$ cat src/rtl/mem_port_arbiter.sv
// mem_port_arbiter: shares one external memory port between the data cache
// (c_*) and the DMA engine (d_*). Grants are round-robin and burst-locked.
// A grant is held until the owner's last beat is accepted and all of its read
// responses have returned. Read data is routed back to the owner. A read
// response arriving with nothing outstanding sets a sticky error.
//
// Ports:
//   clk_i, rst_ni                    clock, async active-low reset
//   c_req_i/we/addr/wdata/last_i     cache beat request
//   c_gnt_o, c_ready_o               cache owns port, cache beat accepted
//   c_rvalid_o, c_rdata_o            read response to cache
//   d_*                              DMA equivalents of the c_* ports
//   m_valid_o/we/addr/wdata_o        beat to memory
//   m_ready_i                        memory accepts beat
//   m_rvalid_i, m_rdata_i            in-order read response from memory
//   owner_o                          00 none, 01 cache, 10 dma
//   err_o                            sticky protocol error
module mem_port_arbiter #(
  parameter int unsigned AW      = 32,
  parameter int unsigned DW      = 32,
  parameter int unsigned MAX_OUT = 4
) (
  input  logic          clk_i,
  input  logic          rst_ni,
  input  logic          c_req_i,
  input  logic          c_we_i,
  input  logic [AW-1:0] c_addr_i,
  input  logic [DW-1:0] c_wdata_i,
  input  logic          c_last_i,
  output logic          c_gnt_o,
  output logic          c_ready_o,
  output logic          c_rvalid_o,
  output logic [DW-1:0] c_rdata_o,
  input  logic          d_req_i,
  input  logic          d_we_i,
  input  logic [AW-1:0] d_addr_i,
  input  logic [DW-1:0] d_wdata_i,
  input  logic          d_last_i,
  output logic          d_gnt_o,
  output logic          d_ready_o,
  output logic          d_rvalid_o,
  output logic [DW-1:0] d_rdata_o,
  output logic          m_valid_o,
  output logic          m_we_o,
  output logic [AW-1:0] m_addr_o,
  output logic [DW-1:0] m_wdata_o,
  input  logic          m_ready_i,
  input  logic          m_rvalid_i,
  input  logic [DW-1:0] m_rdata_i,
  output logic [1:0]    owner_o,
  output logic          err_o
);

  localparam int unsigned CW = $clog2(MAX_OUT + 1);

  typedef enum logic [2:0] {
    S_IDLE,
    S_CACHE,
    S_DMA,
    S_DRAIN_C,
    S_DRAIN_D
  } state_t;

  state_t        state_q, state_d;
  logic [CW-1:0] out_q, out_d;
  logic          rr_dma_last_q, rr_dma_last_d;  // 1: DMA was granted last
  logic          err_q, err_d;

  logic own_c, own_d;
  logic room, accept, own_last, rsp_ok;

  // State, outstanding count, round-robin pointer and sticky error
  always_ff @(posedge clk_i or negedge rst_ni) begin
    if (!rst_ni) begin
      state_q       <= S_IDLE;
      out_q         <= '0;
      rr_dma_last_q <= 1'b1;
      err_q         <= 1'b0;
    end else begin
      state_q       <= state_d;
      out_q         <= out_d;
      rr_dma_last_q <= rr_dma_last_d;
      err_q         <= err_d;
    end
  end

  // Issue mux, outstanding accounting and next-state logic
  always_comb begin
    state_d       = state_q;
    rr_dma_last_d = rr_dma_last_q;
    err_d         = err_q;
    m_valid_o     = 1'b0;
    m_we_o        = 1'b0;
    m_addr_o      = '0;
    m_wdata_o     = '0;
    own_last      = 1'b0;

    own_c = (state_q == S_CACHE) || (state_q == S_DRAIN_C);
    own_d = (state_q == S_DMA)   || (state_q == S_DRAIN_D);
    room  = out_q < CW'(MAX_OUT);

    // A last beat stalled at the outstanding limit is an ordinary stall
    if (state_q == S_CACHE) begin
      m_valid_o = c_req_i & room;
      m_we_o    = c_we_i;
      m_addr_o  = c_addr_i;
      m_wdata_o = c_wdata_i;
      own_last  = c_last_i;
    end else if (state_q == S_DMA) begin
      m_valid_o = d_req_i & room;
      m_we_o    = d_we_i;
      m_addr_o  = d_addr_i;
      m_wdata_o = d_wdata_i;
      own_last  = d_last_i;
    end

    accept = m_valid_o & m_ready_i;
    // A response with nothing outstanding is dropped and flagged
    rsp_ok = m_rvalid_i & (out_q != '0);
    out_d  = out_q + CW'(accept & ~m_we_o) - CW'(rsp_ok);
    if (m_rvalid_i && (out_q == '0)) begin
      err_d = 1'b1;
    end

    unique case (state_q)
      S_IDLE: begin
        if (c_req_i && (!d_req_i || rr_dma_last_q)) begin
          state_d       = S_CACHE;
          rr_dma_last_d = 1'b0;
        end else if (d_req_i) begin
          state_d       = S_DMA;
          rr_dma_last_d = 1'b1;
        end
      end
      S_CACHE: begin
        if (accept && own_last) begin
          state_d = (out_d == '0) ? S_IDLE : S_DRAIN_C;
        end
      end
      S_DMA: begin
        if (accept && own_last) begin
          state_d = (out_d == '0) ? S_IDLE : S_DRAIN_D;
        end
      end
      S_DRAIN_C, S_DRAIN_D: begin
        if (out_d == '0) begin
          state_d = S_IDLE;
        end
      end
      default: state_d = S_IDLE;
    endcase
  end

  // Requester-side routing
  assign c_gnt_o    = own_c;
  assign d_gnt_o    = own_d;
  assign c_ready_o  = accept & (state_q == S_CACHE);
  assign d_ready_o  = accept & (state_q == S_DMA);
  assign c_rvalid_o = rsp_ok & own_c;
  assign d_rvalid_o = rsp_ok & own_d;
  assign c_rdata_o  = own_c ? m_rdata_i : '0;
  assign d_rdata_o  = own_d ? m_rdata_i : '0;
  assign owner_o    = {own_d, own_c};
  assign err_o      = err_q;

endmodule

$ cat config.mk
export PLATFORM = sky130hd
export DESIGN_NAME = mem_port_arbiter
export DESIGN_NICKNAME = d
export VERILOG_FILES = /design/src/rtl/mem_port_arbiter.sv
export SDC_FILE = /design/constraint.sdc
export NUM_CORES = 1
export LEC_CHECK = 0
export BUFFER_PORTS_ARGS = -buffer_cell sky130_fd_sc_hd__buf_2
export CAP_MARGIN = 5
export CORE_AREA = 2 2 119 121
export DETAILED_ROUTE_END_ITERATION = 8
export DIE_AREA = 0 0 121 123
export HOLD_SLACK_MARGIN = 0.08
export SLEW_MARGIN = 20
export SYNTH_ARGS = -nofsm -noshare
export SYNTH_HDL_FRONTEND = slang
export SYNTH_SLANG_ARGS = --single-unit
export TNS_END_PERCENT = 1
$ cat constraint.sdc
create_clock -name clk_i -period 4.6 [get_ports clk_i]
set_input_delay 0.69 -clock clk_i [delete_from_list [all_inputs] [get_ports clk_i]]
set_output_delay 0.69 -clock clk_i [all_outputs]
set_load 0.05 [all_outputs]
Word level (Yosys, flattened, before mapping)
Index checks and enable logic that the tools add are counted.
Widths: inputs -> output; s select.
{"block": "totals", "elab_cells": 62, "output_inout_bits": 139, "latchBits": 0, "ram_bits": 0, "memories": 0, "mem_bits_ro": 0, "ff_bits": 8}
{"block": "op_classes", "addsub": 2, "n_div": 0, "bitwise_logic": 10, "magnitude_cmp": 1, "n_reduce_logical": 15, "eq_ne": 8, "n_shift": 0, "muxes": 22, "multipliers": 0}
{"op": "$mux 32", "count": 6}
{"op": "$mux 3", "count": 6}
{"op": "$pmux 3 s4", "count": 1}
{"op": "$logic_not 3->1", "count": 3}
{"op": "$and 1x1->1", "count": 8}
{"op": "$mux 1", "count": 8}
{"op": "$eq 3x2->1 const B", "count": 2}
{"op": "$ne 2x1->1 const B", "count": 2}
{"op": "$reduce_and 4->1", "count": 1}
{"op": "$add 3x3->3", "count": 1}
{"op": "$and 1x3->3", "count": 1}
{"op": "$eq 3x1->1 const B", "count": 1}
{"op": "$eq 3x3->1 const B", "count": 1}
{"op": "$logic_and 1x1->1", "count": 3}
{"op": "$logic_or 1x1->1", "count": 3}
{"op": "$lt 3x3->1 const B", "count": 1}
{"op": "$ne 3x3->1 const B", "count": 1}
{"op": "$not 1->3", "count": 1}
{"op": "$reduce_bool 3->1", "count": 1}
{"op": "$sub 3x1->3", "count": 1}
{"op": "$mux 2", "count": 1}
{"op": "$ne 2x2->1 const B", "count": 1}
{"op": "$reduce_and 2->1", "count": 1}
{"op": "$reduce_bool 2->1", "count": 1}
{"op": "other kinds (2)", "count": 2}

Logic depth before layout (Yosys ltp)
Gate-level depths: netlist of the first run.
{"block": "logic_depth", "ltp_word": 12, "ltp_mapped": 13}

Worst setup path after synthesis of the first run
OpenSTA, ideal clock, no wires.
{"block": "synth_path", "kind": "input-to-reg", "startpoint": "in d_req_i", "endpoint": "reg state_q[0]", "arrival_time_ns": 4.408, "path_slack_ns": 0.067, "stages": 12, "required_time_ns": 4.475, "path_cell_list": "nand3b_1 -> a211oi_1 -> nand2_1 -> or2_2 -> ha_1 -> inv_1 -> ha_1 -> fa_1 -> xnor3_1 -> nor3_2 -> o221a_4 -> mux2_4"}
{"block": "synth_via", "elab_chain_cells": 11, "word_cells_on_any_way": 21, "cone_classes": "add/sub (2); eq/ne (4); mux (6); bitwise (3); reduce/logical (6)"}
{"item": "start, declared", "line": "34", "text": "input logic d_req_i,"}
{"item": "$and 1x1->1 *", "line": "110", "text": "m_valid_o = d_req_i & room;"}
{"item": "$mux 1 *", "line": "109", "text": "end else if (state_q == S_DMA) begin"}
{"item": "$mux 1 *", "line": "103", "text": "if (state_q == S_CACHE) begin"}
{"item": "net m_valid_o", "line": "43", "text": "output logic m_valid_o,"}
{"item": "$and 1x1->1 *", "line": "117", "text": "accept = m_valid_o & m_ready_i;"}
{"item": "$and 1x3->3 *", "line": "120", "text": "out_d = out_q + CW'(accept & ~m_we_o) - CW'(rsp_ok);"}
{"item": "$add 3x3->3 *", "line": "120"}
{"item": "$sub 3x1->3 *", "line": "120"}
{"item": "net out_d[2]", "line": "65", "text": "logic [CW-1:0] out_q, out_d;"}
{"item": "$logic_not 3->1 *", "line": "137, 146"}
{"item": "$mux 2", "line": "137", "text": "state_d = (out_d == '0) ? S_IDLE : S_DRAIN_C;"}
{"item": "$mux 3", "line": "136", "text": "if (accept && own_last) begin"}
{"item": "$pmux 3 s4", "line": "125", "text": "unique case (state_q)"}
{"item": "end signal, assigned", "line": "80", "text": "state_q <= state_d;"}
{"item": "end, declared", "line": "64", "text": "state_t state_q, state_d;"}
The timed path passes the listed nets; every way through them passes the cells marked *. The select of a mux whose other input is x is not followed.
A chain may end at the register's enable or synchronous reset.

Final worst setup path of the first run
{"block": "layout_path", "startpoint": "reg state_q[1]", "endpoint": "reg state_q[1]"}
{"block": "layout_via", "elab_chain_cells": 11, "word_cells_on_any_way": 27, "cone_classes": "add/sub (2); eq/ne (8); mux (9); bitwise (3); reduce/logical (5)"}
{"item": "$eq 3x2->1", "line": "109"}
{"item": "$mux 1", "line": "109"}
{"item": "$mux 1", "line": "103"}
{"item": "$and 1x1->1 or $not 1->3 (tied branches)", "line": "117, 120"}
{"item": "$and 1x3->3 *", "line": "120"}
{"item": "$add 3x3->3 *", "line": "120"}
{"item": "$sub 3x1->3 *", "line": "120"}
{"item": "net out_d[2]", "line": "65"}
{"item": "$logic_not 3->1 *", "line": "137, 146"}
{"item": "$mux 2", "line": "137"}
{"item": "$mux 3", "line": "136"}
{"item": "$pmux 3 s4", "line": "125"}
Marks and branches as above.

==> impl_results.html, run 1 <==
<table>
<tr><th>Metric</th><th>Value</th></tr>
<tr><th colspan="2">Clock tree</th></tr>
<tr><td>Maximum clock insertion buffer count</td><td>2</td></tr>
<tr><td>Clock net sink count</td><td>8</td></tr>
<tr><td>Insertion delay of the later-clocked pin in the worst-skew pair</td><td>0.24 ns</td></tr>
<tr><td>Setup Buffers After CTS</td><td>0</td></tr>
<tr><td>Inserted Clock Buffers</td><td>3</td></tr>
<tr><td>CTS Root Buffer Type</td><td>sky130_fd_sc_hd__clkbuf_16</td></tr>
<tr><td>Clock tree from TritonCTS</td><td>yes</td></tr>
<tr><td>Post-CTS sizing</td><td>0</td></tr>
<tr><td>Clk pin slew, worst setup/hold paths</td><td>0.04 ns</td></tr>
<tr><td>Quantity of hold-fixing buffers added after cts</td><td>0</td></tr>
<tr><td>Level count of the clock H-tree</td><td>1</td></tr>
<tr><th colspan="2">Yosys</th></tr>
<tr><td>Flop and latch count out of synthesis</td><td>8</td></tr>
<tr><td>FFs w/ async S/R, synth</td><td>100%</td></tr>
<tr><td>Syn Inst Count</td><td>214</td></tr>
<tr><td>Sequential area share after synthesis</td><td>12.0%</td></tr>
<tr><td>Most used standard cells in the synthesized netlist</td><td>sky130_fd_sc_hd__a22o_1, sky130_fd_sc_hd__and2_1, sky130_fd_sc_hd__buf_1</td></tr>
<tr><td>Ys Warns</td><td>0</td></tr>
<tr><td>Mapped Area</td><td>1680 um^2</td></tr>
<tr><td>Synthesized netlist net count</td><td>387</td></tr>
<tr><td>Post-synth top area share</td><td>33.9%</td></tr>
<tr><td>Largest area contributor in the synthesized netlist</td><td>sky130_fd_sc_hd__a22o_1</td></tr>
<tr><td>Distinct cell type count after synthesis</td><td>36</td></tr>
<tr><td>Number of enable-type register cells in the synthesized netlist</td><td>0</td></tr>
<tr><td>Main synth FF type</td><td>sky130_fd_sc_hd__dfrtp_1</td></tr>
<tr><td>Average size of a mapped cell</td><td>7.86 um^2</td></tr>
<tr><td>Cells taking the most area after synthesis</td><td>sky130_fd_sc_hd__a22o_1, sky130_fd_sc_hd__and2_1, sky130_fd_sc_hd__dfrtp_1</td></tr>
<tr><th colspan="2">Global route</th></tr>
<tr><td>Overall routing resource usage</td><td>12.2%</td></tr>
<tr><td>Via count of the first global-routing pass</td><td>2551</td></tr>
<tr><td>Antenna violations before repair</td><td>5</td></tr>
<tr><td>Overflow left after global routing</td><td>0</td></tr>
<tr><td>Largest net degree at the start of global routing</td><td>65</td></tr>
<tr><td>First-pass GRT wire length</td><td>13900 um</td></tr>
<tr><th colspan="2">Critical path</th></tr>
<tr><td>Chain of cells forming the critical path</td><td>nand3b_1 -&gt; a211oi_1 -&gt; nand2_1 -&gt; or2_2 -&gt; ha_1 -&gt; inv_1 -&gt; ha_1 -&gt; fa_1 -&gt; xnor3_1 -&gt; nor3_2 -&gt; o221a_4 -&gt; mux2_4</td></tr>
<tr><td>Most frequent cell on the critical path</td><td>sky130_fd_sc_hd__ha_1</td></tr>
<tr><td>Maximum single-stage delay on the critical path</td><td>0.63 ns</td></tr>
<tr><td>Reg-to-reg startpoint</td><td>state_q[1]</td></tr>
<tr><td>CP startpoint kind</td><td>flop</td></tr>
<tr><td>Buffers plus inverters on the worst setup path</td><td>1</td></tr>
<tr><td>Cell with the largest stage delay on the worst path</td><td>sky130_fd_sc_hd__dfrtp_1</td></tr>
<tr><td>Maximum fanout count along the critical path</td><td>15</td></tr>
<tr><td>Signal arrival time at the worst endpoint</td><td>3.83 ns</td></tr>
<tr><td>Critical path class</td><td>flop to flop</td></tr>
<tr><td>Largest delay contributor family on the critical path</td><td>simple AND/OR/NAND/NOR gates</td></tr>
<tr><td>Start point of the critical path</td><td>state_q[1]</td></tr>
<tr><td>Required time of the critical path</td><td>4.71 ns</td></tr>
<tr><td>Nature of the critical path endpoint</td><td>flop</td></tr>
<tr><th colspan="2">Drt</th></tr>
<tr><td># DRC</td><td>0</td></tr>
<tr><td>Routed via count divided by cell count</td><td>4.15</td></tr>
<tr><td>Overall routed net length</td><td>10700 um</td></tr>
<tr><td>Drt pass-1 iters</td><td>4</td></tr>
<tr><td>Average routed wire per standard cell</td><td>15.5 um</td></tr>
<tr><td>DR iter-0 viols</td><td>132</td></tr>
<tr><td>Remaining number of nets flagged by the antenna check after routing</td><td>0</td></tr>
<tr><td>Number of vias in the routed layout</td><td>2852</td></tr>
<tr><th colspan="2">Timing</th></tr>
<tr><td>Normalized max-slew margin</td><td>46.5%</td></tr>
<tr><td>Final max-slew violation count</td><td>0</td></tr>
<tr><td>Count of final hold-check violations</td><td>0</td></tr>
<tr><td>Count of final setup violators</td><td>0</td></tr>
<tr><td>TNS Setup</td><td>0 ns</td></tr>
<tr><td>Clock period minus worst slack</td><td>3.71 ns</td></tr>
<tr><td>Worst hold slack</td><td>0.291 ns</td></tr>
<tr><td>RSZ-0062 raised after global routing</td><td>false</td></tr>
<tr><td>Worst-Margin Slew</td><td>0.802 ns</td></tr>
<tr><td>Maximum clock skew at final layout</td><td>0.00384 ns</td></tr>
<tr><td>Period utilisation layout</td><td>80.7%</td></tr>
<tr><td>Peak Freq</td><td>269 MHz</td></tr>
<tr><th colspan="2">Floorplanning</th></tr>
<tr><td>Initial Util</td><td>12.4%</td></tr>
<tr><td>Die ar.</td><td>14900 um^2</td></tr>
<tr><td>Horizontal die dimension</td><td>121 um</td></tr>
<tr><td>CORE AREA</td><td>13600 um^2</td></tr>
<tr><td>IO Pins</td><td>309</td></tr>
<tr><td>Y dimension of the die</td><td>123 um</td></tr>
<tr><td>Std-Cell Rows</td><td>43</td></tr>
<tr><th colspan="2">Finish</th></tr>
<tr><td>Layout overhead on the synthesized area</td><td>105%</td></tr>
<tr><td>Final nets</td><td>678</td></tr>
<tr><td>Layout Utilization</td><td>25.3%</td></tr>
<tr><td>Number of filler instances in the final layout</td><td>1531</td></tr>
<tr><td>Share of post-route cells with drive strength above 1</td><td>64.5%</td></tr>
<tr><th colspan="2">Placement</th></tr>
<tr><td>Final HPWL from detailed placement</td><td>9060 um</td></tr>
<tr><td>Final GP Congestion</td><td>0.797</td></tr>
<tr><td>Buffers on Ports</td><td>308</td></tr>
<tr><th colspan="2">Flow run</th></tr>
<tr><td>Max-Cap Viols</td><td>0</td></tr>
<tr><th colspan="2">Pwr</th></tr>
<tr><td>Power density over cell area</td><td>951 nW/um^2</td></tr>
<tr><td>Leakage power</td><td>0.00211 uW</td></tr>
<tr><td>Highest ir drop seen on vdd</td><td>0.294 mV</td></tr>
<tr><th colspan="2">Min path</th></tr>
<tr><td>Type of the most critical hold path</td><td>primary input to async pin</td></tr>
<tr><th colspan="2">Outcome</th></tr>
<tr><td>Result of the run</td><td>finished clean</td></tr>
</table>
==> where the power goes <==
part	total (uW)	leakage, uW	switching (uW)	internal, uW
logic	2960	0.00197	2200	753
registers	166	0.0000936	56.2	110
clock network	154	0.0000382	37.8	116
total	3280	0.00211	2300	979
==> cell type report <==
type                       count  area (um^2)  share of cell area, %
multi-input combinational    175         1350                   39.1
antenna                        3         7.51                  0.218
timing repair buffer         311         1560                   45.4
sequential                     8          201                   5.84
inverter                       6         22.5                  0.653
clock buffer                   4         78.8                   2.29
tap                          180          225                   6.53
==> stage by stage <==
step | std cells | setup WS (ns) | area (um^2) | total power [uW]
after floorplan | 214 | 0.0673 | 1680 | 2500
after global placement | 680 | 0.958 | 3360 | 3130
after detailed placement | 680 | 0.807 | 3360 | 3130
after CTS | 684 | 0.894 | 3440 | 3300
after global routing | 686 | 0.652 | 3440 | 3440
final | 687 | 0.889 | 3450 | 3280
==> placed cells by master, fill, tap and decap left out, types with 2 or more instances in the layout <==
cell / Yosys / layout
sky130_fd_sc_hd__buf_2: 2 / 308
sky130_fd_sc_hd__a22o_1: 65 / 65
sky130_fd_sc_hd__and2_1: 65 / 64
sky130_fd_sc_hd__nor2_1: 8 / 7
sky130_fd_sc_hd__dfrtp_1: 7 / 7
sky130_fd_sc_hd__inv_1: 6 / 6
sky130_fd_sc_hd__nand3b_1: 4 / 4
sky130_fd_sc_hd__diode_2: 0 / 3
sky130_fd_sc_hd__nor3_1: 3 / 3
sky130_fd_sc_hd__nand2_1: 3 / 3
sky130_fd_sc_hd__mux2_4: 3 / 3
sky130_fd_sc_hd__clkbuf_16: 0 / 3
sky130_fd_sc_hd__buf_4: 4 / 3
sky130_fd_sc_hd__nand2b_1: 2 / 2
sky130_fd_sc_hd__or3_1: 2 / 2
sky130_fd_sc_hd__ha_1: 2 / 2
==> kinds of logic (layout without fill, tap and decap cells) <==
kind of cell             count (synthesis)  in the layout  synth area share [%]
multiplexers                             3              3                  2.68
XOR/XNOR                                 2              2                  1.86
buffers and inverters                   31            321                  8.41
AO/OA/AOI/OAI                           75             75                  39.1
other                                    0              3                     0
adder cells (fa/ha/maj)                  3              3                  2.68
AND/OR/NAND/NOR                         92             92                  33.3
flip-flops                               8              8                  12.0
==> per-layer routing <==
| metal | share of wire [%] | track usage, % | vias up |
|---|---|---|---|
| li1 | - | - | 1368 |
| met4 | 0.38 | 1.31 | 4 |
| met2 | 45 | 19.6 | 194 |
| met1 | 43 | 16.5 | 1277 |
| met3 | 12 | 3.69 | 9 |
| met5 | 0.21 | 0 | - |
==> worst paths after layout <==
kind | depth (start not counted) | endpoint | slack (ns)
min in group clk_i | 1 | err_o | 0.45
max | 12 | state_q[1] | 0.89
min reg2reg | 1 | err_o | 0.45
max reg2reg | 12 | state_q[1] | 0.89
max in group asynchronous | 1 | rr_dma_last_q | 4.07
min | 1 | err_o | 0.29
==> registers in the layout (all words and copies together) (netlist names) <==
| signal | count |
|---|---|
| err_o | 1 |
| rr_dma_last_q | 1 |
| state_q | 3 |
| out_q | 3 |
Power figures use the tool's default switching activity.
==> run 2, diff against run 1 <==
clock period = 3.7 ns   (was 4.6 ns; I/O delays follow)
==> run 2 against run 1 <==
Against the previous run:
- cell count did not move
- clock skew fell by 0.0034 ns
- worst hold slack got worse by 0.13 ns
- flip-flop and latch count did not move
- core utilization rose by 0.25 points
- critical endpoint unchanged
- largest cell class unchanged
- largest power group unchanged
- highest routed layer is now met4
==> impl_results.html, run 2 (synthesized netlist as in run 1, its figures left out) <==
<table>
<tr><th>Metric</th><th>Value</th></tr>
<tr><th colspan="2">Floorplanning</th></tr>
<tr><td>Y dimension of the die</td><td>123 um (unchanged)</td></tr>
<tr><td>IO Pins</td><td>309 (unchanged)</td></tr>
<tr><td>Horizontal die dimension</td><td>121 um (unchanged)</td></tr>
<tr><td>Std-Cell Rows</td><td>43 (unchanged)</td></tr>
<tr><td>CORE AREA</td><td>13600 um^2 (unchanged)</td></tr>
<tr><td>Die ar.</td><td>14900 um^2 (unchanged)</td></tr>
<tr><td>Initial Util</td><td>12.4% (unchanged)</td></tr>
<tr><th colspan="2">Global route</th></tr>
<tr><td>Largest net degree at the start of global routing</td><td>65 (unchanged)</td></tr>
<tr><td>Overflow left after global routing</td><td>0 (unchanged)</td></tr>
<tr><td>Overall routing resource usage</td><td>11.7% (-0.43 points)</td></tr>
<tr><td>Via count of the first global-routing pass</td><td>2582 (+1.2%)</td></tr>
<tr><td>First-pass GRT wire length</td><td>13700 um (-1.4%)</td></tr>
<tr><td>Antenna violations before repair</td><td>0 (-5)</td></tr>
<tr><th colspan="2">Timing</th></tr>
<tr><td>RSZ-0062 raised after global routing</td><td>false</td></tr>
<tr><td>Clock period minus worst slack</td><td>3.49 ns (-0.220 ns)</td></tr>
<tr><td>Count of final setup violators</td><td>0 (unchanged)</td></tr>
<tr><td>Final max-slew violation count</td><td>0 (unchanged)</td></tr>
<tr><td>Peak Freq</td><td>286 MHz (+6.3%)</td></tr>
<tr><td>Normalized max-slew margin</td><td>54.8% (+8.3 points)</td></tr>
<tr><td>Period utilisation layout</td><td>94.3% (+14 points)</td></tr>
<tr><td>Worst-Margin Slew</td><td>0.678 ns (-0.124 ns)</td></tr>
<tr><td>TNS Setup</td><td>0 ns (unchanged)</td></tr>
<tr><td>Maximum clock skew at final layout</td><td>0.000396 ns (-0.00345 ns)</td></tr>
<tr><td>Count of final hold-check violations</td><td>0 (unchanged)</td></tr>
<tr><th colspan="2">Drt</th></tr>
<tr><td>Routed via count divided by cell count</td><td>4.18 (+0.81%)</td></tr>
<tr><td>Overall routed net length</td><td>10500 um (-1.8%)</td></tr>
<tr><td>Drt pass-1 iters</td><td>4 (unchanged)</td></tr>
<tr><td>Number of vias in the routed layout</td><td>2875 (+0.81%)</td></tr>
<tr><td>Average routed wire per standard cell</td><td>15.2 um (-1.8%)</td></tr>
<tr><td># DRC</td><td>0 (unchanged)</td></tr>
<tr><td>DR iter-0 viols</td><td>112 (-15%)</td></tr>
<tr><td>Remaining number of nets flagged by the antenna check after routing</td><td>0 (unchanged)</td></tr>
<tr><th colspan="2">Pwr</th></tr>
<tr><td>Highest ir drop seen on vdd</td><td>0.411 mV (+40%)</td></tr>
<tr><td>Flop pwr share</td><td>4.5% (-0.6 points)</td></tr>
<tr><td>Switch Pwr</td><td>2910 uW (+27%)</td></tr>
<tr><td>Post-layout power</td><td>4160 uW (+27%)</td></tr>
<tr><td>Fraction of power consumed by combinational cells</td><td>91.0% (+0.8 points)</td></tr>
<tr><td>Leakage power</td><td>0.00212 uW (+0.89%)</td></tr>
<tr><td>Power density over cell area</td><td>1190 nW/um^2 (+26%)</td></tr>
<tr><td>P_int</td><td>1250 uW (+27%)</td></tr>
<tr><td>Switching fraction of total power</td><td>70.0% (-0.096 points)</td></tr>
<tr><td>Clock network fraction of design power</td><td>4.6% (about the same)</td></tr>
<tr><th colspan="2">Clock tree</th></tr>
<tr><td>CTS Root Buffer Type</td><td>sky130_fd_sc_hd__clkbuf_16</td></tr>
<tr><td>Level count of the clock H-tree</td><td>1 (unchanged)</td></tr>
<tr><td>Inserted Clock Buffers</td><td>3 (unchanged)</td></tr>
<tr><td>Clk pin slew, worst setup/hold paths</td><td>0.04 ns (about the same)</td></tr>
<tr><td>Setup Buffers After CTS</td><td>0 (unchanged)</td></tr>
<tr><td>Clock net sink count</td><td>8 (unchanged)</td></tr>
<tr><td>Insertion delay of the later-clocked pin in the worst-skew pair</td><td>0.24 ns (about the same)</td></tr>
<tr><td>Quantity of hold-fixing buffers added after cts</td><td>0 (unchanged)</td></tr>
<tr><td>Post-CTS sizing</td><td>0 (unchanged)</td></tr>
<tr><td>Maximum clock insertion buffer count</td><td>2 (unchanged)</td></tr>
<tr><td>Clock tree from TritonCTS</td><td>yes</td></tr>
<tr><th colspan="2">Critical path</th></tr>
<tr><td>R2r worst-path depth</td><td>12 (unchanged)</td></tr>
<tr><td>Critical path class</td><td>flop to flop</td></tr>
<tr><td>Terminus of the critical flop-to-flop path</td><td>state_q[1]</td></tr>
<tr><td>Chain of cells forming the critical path</td><td>nand3b_1 -&gt; a211oi_4 -&gt; nand2_1 -&gt; or2_2 -&gt; ha_1 -&gt; inv_1 -&gt; ha_1 -&gt; fa_1 -&gt; xnor3_1 -&gt; nor3_4 -&gt; o221a_4 -&gt; mux2_4</td></tr>
<tr><td>Cell with the largest stage delay on the worst path</td><td>sky130_fd_sc_hd__dfrtp_1</td></tr>
<tr><td>Most frequent cell on the critical path</td><td>sky130_fd_sc_hd__ha_1</td></tr>
<tr><td>R2R setup slack</td><td>0.21 ns (-0.68 ns)</td></tr>
<tr><td>CP startpoint kind</td><td>flop</td></tr>
<tr><td>Maximum fanout count along the critical path</td><td>13 (-2)</td></tr>
<tr><td>Signal arrival time at the worst endpoint</td><td>3.61 ns (-0.22 ns)</td></tr>
<tr><td>Nature of the critical path endpoint</td><td>flop</td></tr>
<tr><td>Required time of the critical path</td><td>3.82 ns (-0.89 ns)</td></tr>
<tr><td>Reg-to-reg startpoint</td><td>state_q[0]</td></tr>
<tr><td>Maximum single-stage delay on the critical path</td><td>0.56 ns (-0.07 ns)</td></tr>
<tr><th colspan="2">Finish</th></tr>
<tr><td>Footprint of the multi-input gates</td><td>1370 um^2 (+1.4%)</td></tr>
<tr><td>Leading cell type in the layout, fill and taps excluded</td><td>sky130_fd_sc_hd__buf_2</td></tr>
<tr><td>Post-route non-filler standard cell count</td><td>687 (unchanged)</td></tr>
<tr><td>Footprint of the flip-flops and latches</td><td>201 um^2 (unchanged)</td></tr>
<tr><td>Share of post-route cells with drive strength above 1</td><td>64.9% (+0.41 points)</td></tr>
<tr><td>Number of filler instances in the final layout</td><td>1512 (-1.2%)</td></tr>
<tr><td>Layout overhead on the synthesized area</td><td>107%</td></tr>
<tr><td>Final nets</td><td>681 (+0.44%)</td></tr>
<tr><td>Leading cell types in the layout, fill and taps excluded</td><td>sky130_fd_sc_hd__buf_2, sky130_fd_sc_hd__a22o_1, sky130_fd_sc_hd__and2_1, sky130_fd_sc_hd__nor2_1, sky130_fd_sc_hd__dfrtp_1</td></tr>
<tr><td>Biggest registers after layout</td><td>out_q x3, state_q x3</td></tr>
<tr><td>Number of antenna diodes</td><td>0 (-3)</td></tr>
<tr><td>Cell area after layout</td><td>3480 um^2 (+0.98%)</td></tr>
<tr><th colspan="2">Outcome</th></tr>
<tr><td>Result of the run</td><td>finished clean</td></tr>
<tr><th colspan="2">Placement</th></tr>
<tr><td>Final HPWL from detailed placement</td><td>8830 um (-2.6%)</td></tr>
<tr><td>Final GP Congestion</td><td>0.828 (+3.9%)</td></tr>
<tr><td>Buffers on Ports</td><td>308 (unchanged)</td></tr>
<tr><td>Post-detailed-placement cell area</td><td>3400 um^2 (+1.2%)</td></tr>
<tr><td>Cell count after placement</td><td>683 (+0.44%)</td></tr>
<tr><th colspan="2">Flow run</th></tr>
<tr><td>Max-Cap Viols</td><td>0 (unchanged)</td></tr>
<tr><th colspan="2">Min path</th></tr>
<tr><td>Type of the most critical hold path</td><td>primary input to async pin</td></tr>
</table>
-- run 2: how the worst max path moves through the flow --
stage                     startpoint    endpoint  slack (ns)
after floorplan           state_q[0]  state_q[0]        0.01
after global placement       c_req_i  state_q[1]        0.23
after detailed placement     c_req_i  state_q[0]        0.14
after CTS                 state_q[0]  state_q[1]        0.19
after global routing      state_q[0]  state_q[1]        0.02
final                     state_q[0]  state_q[1]        0.21
-- run 2: routing by layer --
metal | GRT usage (%) | up-vias | wire (um)
met5 | 0 | - | 0
met4 | 2.83 | 0 | 149
met3 | 1.43 | 9 | 1100
met2 | 18.6 | 198 | 4680
met1 | 16.9 | 1300 | 4530
li1 | - | 1368 | -
-- run 2: power by group through the flow --
stage               Combinational [uW]  Sequential (uW)  Clock, uW
floorplan                         2960              186          0
finish                            3780              185        191
CTS                               3800              185        193
global route                      3950              192        200
global placement                  3780              182          0
detailed placement                3770              187          0
-- run 2: critical path: cells and delay by family, from the launching register on --
| family | cells | cell delay, ns |
|---|---|---|
| flip-flops | 1 | 0.56 |
| buffers and inverters | 1 | 0.04 |
| multiplexers | 1 | 0.30 |
| AO/OA/AOI/OAI | 2 | 0.55 |
| XOR/XNOR | 1 | 0.23 |
| adder cells (fa/ha/maj) | 3 | 0.82 |
| AND/OR/NAND/NOR | 4 | 0.86 |
-- run 2: final cells by class --
cell class / count / area share, %
repair buffers: 314 / 45.6
well taps: 180 / 6.47
inverters: 6 / 0.647
flip-flops and latches: 8 / 5.79
multi-input cells: 175 / 39.3
clock buffers: 4 / 2.26
-- run 2: metrics by stage --
stage,worst slack [ns],utilization [%],hold slack [ns]
floorplan,0.0139,-,0.259
global placement,0.234,25.0,0.409
detailed placement,0.145,25.0,0.412
CTS,0.191,25.6,0.164
global route,0.0199,25.6,0.167
finish,0.209,25.6,0.156
==> run 3, diff against run 2 <==
CTS_BUF_LIST = sky130_fd_sc_hd__clkbuf_8 sky130_fd_sc_hd__clkbuf_16   (was unset)
==> run 3 against run 2 <==
Against the previous run:
- sequential power hardly changed
- worst hold slack hardly changed
- maximum frequency increased by 0.11%
- count of clock-buffer cells in the layout is 1 lower
- power about the same
- flip-flop and latch count unchanged
- cell count unchanged
- largest cell class unchanged
- highest routed layer unchanged
==> impl_results.html, run 3 (synthesized netlist as in run 1, its figures left out) <==
<table>
<tr><th>Metric</th><th>Value</th></tr>
<tr><th colspan="2">Timing</th></tr>
<tr><td>Count of final hold-check violations</td><td>0 (unchanged)</td></tr>
<tr><td>Clock period minus worst slack</td><td>3.49 ns (-0.00386 ns)</td></tr>
<tr><td>Post-route worst setup slack</td><td>0.213 ns (+0.00386 ns)</td></tr>
<tr><td>Peak Freq</td><td>287 MHz (+0.11%)</td></tr>
<tr><td>Worst-Margin Slew</td><td>0.674 ns (-0.00384 ns)</td></tr>
<tr><td>Normalized max-slew margin</td><td>55.1% (+0.26 points)</td></tr>
<tr><td>Final max-slew violation count</td><td>0 (unchanged)</td></tr>
<tr><td>RSZ-0062 raised after global routing</td><td>false</td></tr>
<tr><td>TNS Setup</td><td>0 ns (unchanged)</td></tr>
<tr><td>Maximum clock skew at final layout</td><td>0.000801 ns (+0.000405 ns)</td></tr>
<tr><td>Count of final setup violators</td><td>0 (unchanged)</td></tr>
<tr><td>Period utilisation layout</td><td>94.2% (-0.10 points)</td></tr>
<tr><th colspan="2">Drt</th></tr>
<tr><td>Average routed wire per standard cell</td><td>15.2 um (-0.20%)</td></tr>
<tr><td>Overall routed net length</td><td>10400 um (-0.20%)</td></tr>
<tr><td>DR iter-0 viols</td><td>127 (+13%)</td></tr>
<tr><td>Number of vias in the routed layout</td><td>2889 (+0.49%)</td></tr>
<tr><td>Routed via count divided by cell count</td><td>4.21 (+0.49%)</td></tr>
<tr><td>Drt pass-1 iters</td><td>4 (unchanged)</td></tr>
<tr><td># DRC</td><td>0 (unchanged)</td></tr>
<tr><td>Remaining number of nets flagged by the antenna check after routing</td><td>0 (unchanged)</td></tr>
<tr><th colspan="2">Finish</th></tr>
<tr><td>Cell area after layout</td><td>3480 um^2 (unchanged)</td></tr>
<tr><td>Number of filler instances in the final layout</td><td>1512 (unchanged)</td></tr>
<tr><td>Share of post-route cells with drive strength above 1</td><td>64.9% (unchanged)</td></tr>
<tr><td>Final nets</td><td>681 (unchanged)</td></tr>
<tr><td>Biggest registers after layout</td><td>out_q x3, state_q x3</td></tr>
<tr><td>Post-route non-filler standard cell count</td><td>687 (unchanged)</td></tr>
<tr><td>Number of antenna diodes</td><td>0 (unchanged)</td></tr>
<tr><td>Layout overhead on the synthesized area</td><td>107% (unchanged)</td></tr>
<tr><td>Leading cell types in the layout, fill and taps excluded</td><td>sky130_fd_sc_hd__buf_2, sky130_fd_sc_hd__a22o_1, sky130_fd_sc_hd__and2_1</td></tr>
<tr><td>Leading cell type in the layout, fill and taps excluded</td><td>sky130_fd_sc_hd__buf_2</td></tr>
<tr><th colspan="2">Critical path</th></tr>
<tr><td>Start point of the critical path</td><td>state_q[0]</td></tr>
<tr><td>Largest delay contributor family on the critical path</td><td>simple AND/OR/NAND/NOR gates</td></tr>
<tr><td>Signal arrival time at the worst endpoint</td><td>3.60 ns (about the same)</td></tr>
<tr><td>Most frequent cell on the critical path</td><td>sky130_fd_sc_hd__ha_1</td></tr>
<tr><td>Maximum single-stage delay on the critical path</td><td>0.56 ns (about the same)</td></tr>
<tr><td>Nature of the critical path endpoint</td><td>flop</td></tr>
<tr><td>Cell with the largest stage delay on the worst path</td><td>sky130_fd_sc_hd__dfrtp_1</td></tr>
<tr><td>Chain of cells forming the critical path</td><td>nand3b_1 -&gt; a211oi_4 -&gt; nand2_1 -&gt; or2_2 -&gt; ha_1 -&gt; inv_1 -&gt; ha_1 -&gt; fa_1 -&gt; xnor3_1 -&gt; nor3_4 -&gt; o221a_4 -&gt; mux2_4</td></tr>
<tr><td>Critical path class</td><td>flop to flop</td></tr>
<tr><td>Reg-to-reg startpoint</td><td>state_q[0]</td></tr>
<tr><td>Maximum fanout count along the critical path</td><td>13 (unchanged)</td></tr>
<tr><td>Buffers plus inverters on the worst setup path</td><td>1 (unchanged)</td></tr>
<tr><td>CP startpoint kind</td><td>flop</td></tr>
<tr><td>Required time of the critical path</td><td>3.82 ns (about the same)</td></tr>
<tr><th colspan="2">Placement</th></tr>
<tr><td>Post-detailed-placement cell area</td><td>3400 um^2 (unchanged)</td></tr>
<tr><td>Final GP Congestion</td><td>0.828 (unchanged)</td></tr>
<tr><td>Pre-CTS setup slack</td><td>0.145 ns (unchanged)</td></tr>
<tr><td>Buffers on Ports</td><td>308 (unchanged)</td></tr>
<tr><td>Cell count after placement</td><td>683 (unchanged)</td></tr>
<tr><td>Final HPWL from detailed placement</td><td>8830 um (unchanged)</td></tr>
<tr><th colspan="2">Clock tree</th></tr>
<tr><td>Clk pin slew, worst setup/hold paths</td><td>0.04 ns (about the same)</td></tr>
<tr><td>Clock net sink count</td><td>8 (unchanged)</td></tr>
<tr><td>Inserted Clock Buffers</td><td>3 (unchanged)</td></tr>
<tr><td>Level count of the clock H-tree</td><td>1 (unchanged)</td></tr>
<tr><td>Quantity of hold-fixing buffers added after cts</td><td>0 (unchanged)</td></tr>
<tr><td>Maximum clock insertion buffer count</td><td>2 (unchanged)</td></tr>
<tr><td>Insertion delay of the later-clocked pin in the worst-skew pair</td><td>0.24 ns (about the same)</td></tr>
<tr><td>Post-CTS sizing</td><td>0 (unchanged)</td></tr>
<tr><td>Clock tree from TritonCTS</td><td>yes</td></tr>
<tr><td>Setup Buffers After CTS</td><td>0 (unchanged)</td></tr>
<tr><td>CTS Root Buffer Type</td><td>sky130_fd_sc_hd__clkbuf_16</td></tr>
<tr><th colspan="2">Pwr</th></tr>
<tr><td>Leakage power</td><td>0.00213 uW (+0.19%)</td></tr>
<tr><td>Power density over cell area</td><td>1190 nW/um^2 (about the same)</td></tr>
<tr><td>Highest ir drop seen on vdd</td><td>0.411 mV (about the same)</td></tr>
<tr><th colspan="2">Floorplanning</th></tr>
<tr><td>Std-Cell Rows</td><td>43 (unchanged)</td></tr>
<tr><td>Die ar.</td><td>14900 um^2 (unchanged)</td></tr>
<tr><td>CORE AREA</td><td>13600 um^2 (unchanged)</td></tr>
<tr><td>Initial Util</td><td>12.4% (unchanged)</td></tr>
<tr><td>IO Pins</td><td>309 (unchanged)</td></tr>
<tr><td>Horizontal die dimension</td><td>121 um (unchanged)</td></tr>
<tr><td>Y dimension of the die</td><td>123 um (unchanged)</td></tr>
<tr><th colspan="2">Global route</th></tr>
<tr><td>Antenna violations before repair</td><td>0 (unchanged)</td></tr>
<tr><td>Largest net degree at the start of global routing</td><td>65 (unchanged)</td></tr>
<tr><td>Overflow left after global routing</td><td>0 (unchanged)</td></tr>
<tr><td>First-pass GRT wire length</td><td>13700 um (unchanged)</td></tr>
<tr><td>Overall routing resource usage</td><td>11.7% (unchanged)</td></tr>
<tr><td>Via count of the first global-routing pass</td><td>2582 (unchanged)</td></tr>
<tr><th colspan="2">Outcome</th></tr>
<tr><td>Result of the run</td><td>finished clean</td></tr>
<tr><th colspan="2">Min path</th></tr>
<tr><td>Type of the most critical hold path</td><td>primary input to async pin</td></tr>
<tr><th colspan="2">Flow run</th></tr>
<tr><td>Max-Cap Viols</td><td>0 (unchanged)</td></tr>
</table>
## run 3: final cells by class
cell class                      count  area, um^2  area share [%]
Clock buffer                        3        75.1            2.16
Clock inverter                      1        3.75           0.108
Inverter                            6        22.5           0.647
Multi-Input combinational cell    175        1370            39.3
Sequential cell                     8         201            5.79
Tap cell                          180         225            6.47
Timing Repair Buffer              314        1590            45.6
## run 3: path summary, 6_finish.rpt
check                      cells past startpoint             to  slack [ns]
max                                           12     state_q[1]        0.21
min                                            1       out_q[0]        0.16
max reg2reg                                   12     state_q[1]        0.21
min reg2reg                                    1          err_o        0.45
max in group asynchronous                      1  rr_dma_last_q        3.30
min in group clk_i                             1          err_o        0.45
## run 3: worst register-to-register path: stages (launching register included)
cell and delay, ns:
sky130_fd_sc_hd__dfrtp_1 0.56, sky130_fd_sc_hd__nand3b_1 0.23, sky130_fd_sc_hd__a211oi_4 0.29, sky130_fd_sc_hd__nand2_1 0.12, sky130_fd_sc_hd__or2_2 0.29, sky130_fd_sc_hd__ha_1 0.27, sky130_fd_sc_hd__inv_1 0.04, sky130_fd_sc_hd__ha_1 0.18
sky130_fd_sc_hd__fa_1 0.37, sky130_fd_sc_hd__xnor3_1 0.24, sky130_fd_sc_hd__nor3_4 0.22, sky130_fd_sc_hd__o221a_4 0.26, sky130_fd_sc_hd__mux2_4 0.30
## run 3: layer usage
layer  GRT usage, %  share of wire (%)
met5              0                  0
met1           16.9                 43
met2           18.6                 45
met4           2.83                1.4
met3           1.43                 11
## run 3: stage by stage
step	hold slack [ns]	power (uW)	util, %
final	0.156	4160	25.6
after global routing	0.166	4340	25.6
after CTS	0.164	4170	25.6
after detailed placement	0.412	3960	25.0
after global placement	0.409	3970	25.0
after floorplan	0.259	3150	-
## run 3: report_power, final
part | switching, uW | internal, uW | leakage, uW | total [uW]
combinational | 2820 | 965 | 0.00199 | 3780
clock | 46.6 | 141 | 0.0000423 | 188
sequential | 48.2 | 137 | 0.0000936 | 186
